### config.mk
export PLATFORM = sky130hd
export DESIGN_NAME = console_rx
export DESIGN_NICKNAME = d
export VERILOG_FILES = /design/src/rtl/console_rx.sv
export SDC_FILE = /design/constraint.sdc
export NUM_CORES = 1
export LEC_CHECK = 0
export CORE_ASPECT_RATIO = 1.4
export CORE_MARGIN = 5
export CORE_UTILIZATION = 62
export CTS_BUF_LIST = sky130_fd_sc_hd__clkbuf_2
export DETAILED_ROUTE_END_ITERATION = 12
export DONT_BUFFER_PORTS = 1
export PLACE_DENSITY = 0.76
export SLEW_MARGIN = 20
export SYNTH_ARGS = -nofsm -noshare
export SYNTH_HDL_FRONTEND = slang
export SYNTH_SLANG_ARGS = --single-unit
### constraint.sdc
create_clock -name clk -period 3.48 [get_ports clk]
set_clock_uncertainty 0.1 [all_clocks]
set_input_delay 0.696 -clock clk [delete_from_list [all_inputs] [get_ports clk]]
set_output_delay 0.696 -clock clk [all_outputs]
set_load 0.02 [all_outputs]
### src/rtl/console_rx.sv
// console_rx: 8N1 serial receiver with a receive FIFO behind a Wishbone slave.
// Register map (ADR[2]): 0 = DATA (read pops one byte), 1 = STATUS (write clears sticky flags).
module console_rx #(
    parameter int FREQUENCY    = 25000000,
    parameter int BAUD_RATE    = 115200,
    parameter int CLKS_PER_BIT = FREQUENCY / BAUD_RATE,
    parameter int FIFO_DEPTH   = 16
) (
    input  logic        clk,
    input  logic        rst,
    input  logic        rx,
    input  logic        CYC,
    input  logic        STB,
    input  logic        WE,
    input  logic [31:0] ADR,
    input  logic [31:0] DAT_O,
    output logic [31:0] DAT_I,
    output logic        ACK,
    output logic        irq
);

    localparam int CW = $clog2(CLKS_PER_BIT + 1);
    localparam int AW = $clog2(FIFO_DEPTH);
    localparam int NW = AW + 1;
    localparam logic [CW-1:0] HALF_M1 = CW'(CLKS_PER_BIT / 2 - 1);
    localparam logic [CW-1:0] FULL_M1 = CW'(CLKS_PER_BIT - 1);

    typedef enum logic [1:0] {IDLE, START, DATA, STOP} state_t;

    logic          sync1_q, sync2_q;
    state_t        state_q, state_d;
    logic [CW-1:0] cnt_q, cnt_d;
    logic [2:0]    idx_q, idx_d;
    logic [7:0]    shift_q, shift_d;
    logic          frame_done_s;

    logic [7:0]    mem_q [FIFO_DEPTH];
    logic [AW-1:0] wr_ptr_q, wr_ptr_d, rd_ptr_q, rd_ptr_d;
    logic [NW-1:0] count_q, count_d;
    logic          ovr_q, ovr_d, ferr_q, ferr_d;
    logic          ack_q, ack_d, irq_q, irq_d;
    logic [31:0]   dat_q, dat_d;

    logic          full_s, empty_s, bus_req_s, pop_s, push_s, stat_wr_s;
    logic [7:0]    cnt8_s;
    logic          unused_s;

    assign unused_s = &{1'b0, ADR[31:3], ADR[1:0], DAT_O[31:4], DAT_O[1:0]};

    // Receive FSM next state: mid-bit sampling timed from the start-bit midpoint.
    always_comb begin
        state_d      = state_q;
        cnt_d        = cnt_q;
        idx_d        = idx_q;
        shift_d      = shift_q;
        frame_done_s = 1'b0;
        case (state_q)
            IDLE: begin
                if (!sync2_q) begin
                    state_d = START;
                    cnt_d   = '0;
                end else begin
                    cnt_d = cnt_q;
                end
            end
            START: begin
                if (cnt_q == HALF_M1) begin
                    cnt_d   = '0;
                    state_d = sync2_q ? IDLE : DATA;
                end else begin
                    cnt_d = cnt_q + 1'b1;
                end
            end
            DATA: begin
                if (cnt_q == FULL_M1) begin
                    cnt_d   = '0;
                    shift_d = {sync2_q, shift_q[7:1]};
                    idx_d   = idx_q + 3'd1;
                    if (idx_q == 3'd7) begin
                        state_d = STOP;
                    end else begin
                        state_d = DATA;
                    end
                end else begin
                    cnt_d = cnt_q + 1'b1;
                end
            end
            STOP: begin
                if (cnt_q == FULL_M1) begin
                    cnt_d        = '0;
                    frame_done_s = 1'b1;
                    state_d      = IDLE;
                end else begin
                    cnt_d = cnt_q + 1'b1;
                end
            end
            default: begin
                state_d = IDLE;
                cnt_d   = '0;
                idx_d   = 3'd0;
            end
        endcase
    end

    assign full_s    = (count_q == NW'(FIFO_DEPTH));
    assign empty_s   = (count_q == '0);
    assign cnt8_s    = 8'(count_q);
    // One access per idle bus state; the access happens on the edge that raises the ack flag.
    assign bus_req_s = CYC & STB & ~ack_q;
    assign pop_s     = bus_req_s & ~WE & ~ADR[2] & ~empty_s;
    assign stat_wr_s = bus_req_s & WE & ADR[2];
    // A pop in the same cycle frees a slot, so a full FIFO still accepts the byte.
    assign push_s    = frame_done_s & sync2_q & (~full_s | pop_s);

    // FIFO bookkeeping, sticky flags and bus response.
    always_comb begin
        wr_ptr_d = push_s ? wr_ptr_q + 1'b1 : wr_ptr_q;
        rd_ptr_d = pop_s ? rd_ptr_q + 1'b1 : rd_ptr_q;
        case ({push_s, pop_s})
            2'b10:   count_d = count_q + 1'b1;
            2'b01:   count_d = count_q - 1'b1;
            default: count_d = count_q;
        endcase
        ovr_d  = (frame_done_s & sync2_q & full_s & ~pop_s) | (ovr_q & ~(stat_wr_s & DAT_O[3]));
        ferr_d = (frame_done_s & ~sync2_q) | (ferr_q & ~(stat_wr_s & DAT_O[2]));
        ack_d  = bus_req_s;
        irq_d  = (count_d != '0);
        if (bus_req_s) begin
            if (WE) begin
                dat_d = 32'h0;
            end else if (ADR[2]) begin
                dat_d = {16'h0, cnt8_s, 4'h0, ovr_q, ferr_q, full_s, empty_s};
            end else if (!empty_s) begin
                dat_d = {23'h0, 1'b1, mem_q[rd_ptr_q]};
            end else begin
                dat_d = 32'h0;
            end
        end else begin
            dat_d = dat_q;
        end
    end

    // All control state, synchronizer and registered outputs.
    always_ff @(posedge clk or posedge rst) begin
        if (rst) begin
            sync1_q  <= 1'b1;
            sync2_q  <= 1'b1;
            state_q  <= IDLE;
            cnt_q    <= '0;
            idx_q    <= 3'd0;
            shift_q  <= 8'h00;
            wr_ptr_q <= '0;
            rd_ptr_q <= '0;
            count_q  <= '0;
            ovr_q    <= 1'b0;
            ferr_q   <= 1'b0;
            ack_q    <= 1'b0;
            irq_q    <= 1'b0;
            dat_q    <= 32'h0;
        end else begin
            sync1_q  <= rx;
            sync2_q  <= sync1_q;
            state_q  <= state_d;
            cnt_q    <= cnt_d;
            idx_q    <= idx_d;
            shift_q  <= shift_d;
            wr_ptr_q <= wr_ptr_d;
            rd_ptr_q <= rd_ptr_d;
            count_q  <= count_d;
            ovr_q    <= ovr_d;
            ferr_q   <= ferr_d;
            ack_q    <= ack_d;
            irq_q    <= irq_d;
            dat_q    <= dat_d;
        end
    end

    // FIFO storage; contents are don't-care until written, so no reset.
    always_ff @(posedge clk) begin
        if (push_s) begin
            mem_q[wr_ptr_q] <= shift_q;
        end else begin
            mem_q[wr_ptr_q] <= mem_q[wr_ptr_q];
        end
    end

    assign ACK   = ack_q & CYC & STB;
    assign DAT_I = dat_q;
    assign irq   = irq_q;

endmodule

; ---- Word-level counts from Yosys, hierarchy flattened
; Memory sizes are Yosys's and may differ from the RTL's.
; Cells that the tools add are included.
[totals]
register_bits = 72
word_cells = 94
mem_count = 1
input_bits = 70
ramBits = 128
[mem_list]
columns = memory, depth, word_bits, read_ports, rd_clocked_by_memory_dff, wr, line_no
row1 = mem_q, 16, 8, 1, 0, 1, 37  ; logic [7:0] mem_q [FIFO_DEPTH];
[op_classes]
mux = 21
reduce_logical = 7
add_sub_neg = 6
n_eq_ne = 14
bitwise = 31
[op_table]
columns = op, n
row1 = $mux 8, 4
row2 = $mux 13, 2
row3 = $pmux 8 s3, 1
row4 = $and 1x1->1, 18
row5 = $mux 2, 5
row6 = $pmux 5 s2, 1
row7 = $mux 9, 1
row8 = $not 1->1, 9
row9 = $add 4x1->4 const B, 2
row10 = $add 8x1->8 const B, 1
row11 = $eq 8x7->1 const B, 1
row12 = $eq 8x8->1 const B, 1
row13 = $ne 2x2->1 const B, 4
row14 = $pmux 2 s4, 1
row15 = $eq 2x2->1 const B, 3
row16 = $mux 1, 6
row17 = $add 5x1->5 const B, 1
row18 = $eq 5x5->1 const B, 1
row19 = $logic_not 5->1, 1
row20 = $reduce_bool 5->1, 1
row21 = $sub 5x1->5 const B, 1
row22 = $eq 2x1->1 const B, 2
row23 = $or 1x1->1, 4
row24 = $reduce_and 2->1, 2
row25 = 6 further kinds, 6

; ---- Longest topological paths before layout
[depth]
ltp_word = 10
ltp_mapped = 12
ltp_nobuf = 12

; ---- Worst setup path after synthesis
; No wires, ideal clock.
[synth_timing]
kind = register to register
from = register cnt_q[0]
to = memory mem_q[3][0] (enable)
slack_ns = 0.699
synth_period_minus_slack_ns = 2.781
arrival_time_ns = 2.286
t_required_ns = 2.985
setup_time_ns = 0.395
path_stages_with_launch = 7
path_cell_list = dfrtp_1 inv_1 ha_1 nand4b_1 nor3_1 o21ai_1 nor4_1
[synth_between]
elab_chain_cells = 8
[synth_lines]
columns = item, line_no
row1 = "start, declared", 32  ; logic [CW-1:0] cnt_q, cnt_d;
row2 = "start signal, assigned", 164  ; cnt_q <= cnt_d;
row3 = $eq 8x8->1 (*), 89  ; if (cnt_q == FULL_M1) begin
row4 = $mux 1 (*), 89
row5 = $mux 1 (*), 57  ; case (state_q)
row6 = $and 1x1->1 (*) (2 in a row), 113  ; assign push_s = frame_done_s & sync2_q & (~full_s | pop_s);
row7 = "$mux 1, on equally long branches", "180, 183"
row8 = $mux 1 (implied by the code) or $reduce_and 2->1 (tied branches), --
row9 = $or 1x1->1 (no source line) (*), --
row10 = "end, declared", 37
; Every way passes the cells marked *; elsewhere a longest branch is shown, timed or not.

; ---- Worst setup path in the final report
[layout_timing]
from = register cnt_q[0]
to = memory mem_q[15][2] (enable)
; The elaborated chain is that of the path after synthesis.

==> flow_summary.toml <==
[worst_setup_path]
criticalPathCategory = "reg2reg"
cp-end-kind = "flip-flop"
critical_path_required_ns = 3.80
rr_worst_depth = 8
r2r_start = "cnt_q[0]"
r2r_end = "mem_q[15][2]"
reg2reg_slack_ns = 0.56
critPathMaxFanout = 8
startpoint_type = "flip-flop"
arrival_ns = 3.24

[worst_hold_path]
hold_class = "in2reg"
min_path_cells = 3
min_to = "ovr_q"
holdCritStartpoint = "ADR[2]"

[global_routing]
grt_pass1_vias = 4177
grt_start_max_net_pins = 36
grt_overflow = 0
antenna_found_initial = 1
grt_pass1_wl_um = 22800
grt_usage = 0.204

[cts]
clock-sinks = 181
clockBufferDepth = 2
cts_root_buf = "clkbuf_2"
cts_tree = "yes"
numCtsBuffers = 17
htreeDepth = 4
insertion_delay_ns = 0.71
post_cts_buffers = 0
path_clk_slew_ns = 0.22

[outcome]
status = "completed"

[layout]
layout_common_cells = "edfxtp_1 (128), dfrtp_1 (50), mux4_2 (35)"
drive_above_1_share = 0.228
fin_util = 0.660
area_growth_pct = 4.96
fin_area_mm2 = 0.00808
num-nets-final = 566
fillers = 860
fin_cells = 650
final_common_cell = "edfxtp_1"

[timing]
hold_ws_ns = 0.0945
finalSetupViolations = 0
hold_viol_final = 0
tightest_slew_ns = 0.734
setup_ws_ns = 0.559
setup_tns_ns = 0
fmax_mhz = 342
slew_viol_final = 0
slew_headroom = 0.510
rsz0062_at_grt = "false"
period_share = 0.839
period_minus_slack_ns = 2.92

[route]
dr.pass1.iters = 4
drc_errors = 0
antenna_left = 0
vias = 3997
vias_per_cell = 6.15
drt_wl_total_um = 14000
initialDrtViolationCount = 218
post_drt_wl_per_cell_um = 21.5

[placed_design]
placed_cells = 614
post-place-ws_ns = 0.596
place_area_mm2 = 0.00787
place_hpwl_um = 9820
place.gp.congestion = 0.885
port_buffers = 0

[logic_synthesis]
yosysTopAreaCell = "edfxtp_1"
syn_area_per_cell_um2 = 16.6
synth_top_area_share = 0.499
syn_area_mm2 = 0.00770
synth-edff-count = 128
synth-simple-area-share = 0.0751
yosys_register_bits = 181
synth_top_family_by_area = "multiplexers"
synthMuxAreaShare = 0.142
synth_cell_type_count = 54
synth_compound_area_frac = 0.0358
synthCells = 465
synth_top_flop_cell = "edfxtp_1"
ys_warn_count = 0
synth-adder-area-share = 0.0163
ys_async_sr_fraction = 0.293
synth-seq-area-share = 0.672
synth_xor_area_frac = 0.0148
synth_area_leaders = "edfxtp_1 (50%), dfrtp_1 (17%), mux4_2 (10%)"

[floorplanning]
io_pins = 104
die-area_mm2 = 0.0148
fp.dieW_um = 104
num_rows = 48
initial_utilization = 0.628
core_area_mm2 = 0.0123
die_h_um = 142

[pwr]
peakVddDrop_mv = 0.245
finalPower_mw = 4.06
leakage_nw = 3.36
p_per_area_mw_per_mm2 = 502

[job]
drv_cap = 0
## how the worst max path moves through the flow
stage | start | endpoint | slack (ns)
global placement | ADR[2] | irq | 0.64
detailed placement | cnt_q[0] | mem_q[15][5] | 0.60
CTS | cnt_q[0] | mem_q[15][7] | 0.55
finish | cnt_q[0] | mem_q[15][2] | 0.56
global route | cnt_q[0] | irq | 0.25
floorplan | cnt_q[0] | mem_q[3][0] | 0.70
## report_power, final
part / switching [mW] / internal (mW) / leakage [nW]
clock network: 0.628 / 0.268 / 0.139
logic: 0.335 / 0.311 / 1.03
registers: 0.165 / 2.35 / 2.18
total: 1.13 / 2.93 / 3.36
## metal layers
layer	track usage	vias up	routed length (um)	part of all wire
met5	0	-	0	0
met4	0.0614	0	216	0.015
met3	0.0464	18	514	0.037
met2	0.372	94	8030	0.57
met1	0.240	2091	5250	0.37
li1	-	1794	-	-
## flip-flops by register name, summed over array words and instances, names as in the netlist, 3 cells and up, named ones only
| signal | cells |
|---|---|
| mem_q | 128 |
| wr_ptr_q | 4 |
| idx_q | 3 |
| count_q | 5 |
| shift_q | 8 |
| DAT_I | 13 |
| rd_ptr_q | 4 |
| cnt_q | 8 |
## synth_stat cells (3+ instances only)
master and n:
a21o_1 4, a21oi_1 3, a221o_1 3, a22o_1 4
and2_1 8, and3_1 8, buf_2 6, buf_4 20
clkbuf_1 11, dfrtp_1 51, edfxtp_1 128, ha_1 10
inv_1 17, mux2_2 13, mux2i_1 3, mux4_1 5
mux4_2 35, nand2_1 27, nand3_1 14, nand4_1 6
nor2_1 15, nor3_1 6, nor3b_1 4, nor4_1 7
o21ai_0 10, xnor2_1 7, xor2_1 6
## repair_timing
action | 4_1_cts | 5_1_grt
endpoints found under the setup margin | 0 | 0
hold buffers | 3 | 0
gates resized for setup | 0 | 0
endpoints found under the hold margin | 27 | 0
## layout make-up
| type | count | area, um^2 | area share |
|---|---|---|---|
| tap | 150 | 188 | 0.0232 |
| timing repair buffer | 27 | 210 | 0.0260 |
| inverter | 17 | 63.8 | 0.00790 |
| antenna | 1 | 2.50 | 0.000310 |
| clock buffer | 24 | 120 | 0.0149 |
| multi-input combinational | 242 | 2260 | 0.280 |
| clock inverter | 8 | 62.6 | 0.00774 |
| sequential | 181 | 5170 | 0.640 |
## worst max-delay path, cell delays in order, from the launching register on
cell and delay (ns):
dfrtp_1 0.47, inv_1 0.08, ha_1 0.14, nand4b_1 0.23, or3_1 0.56, a31oi_2 0.48, nand3_1 0.21, nor2_1 0.16
buf_4 0.21
## kinds of logic after synthesis
| logic type | count (synthesis) |
|---|---|
| other | 1 |
| buffers and inverters | 60 |
| flip-flops | 181 |
| multiplexers | 56 |
| adder cells (fa/ha/maj) | 10 |
| XOR/XNOR | 13 |
| AND/OR/NAND/NOR | 108 |
| AO/OA/AOI/OAI | 36 |
Power figures use the tool's default switching activity.
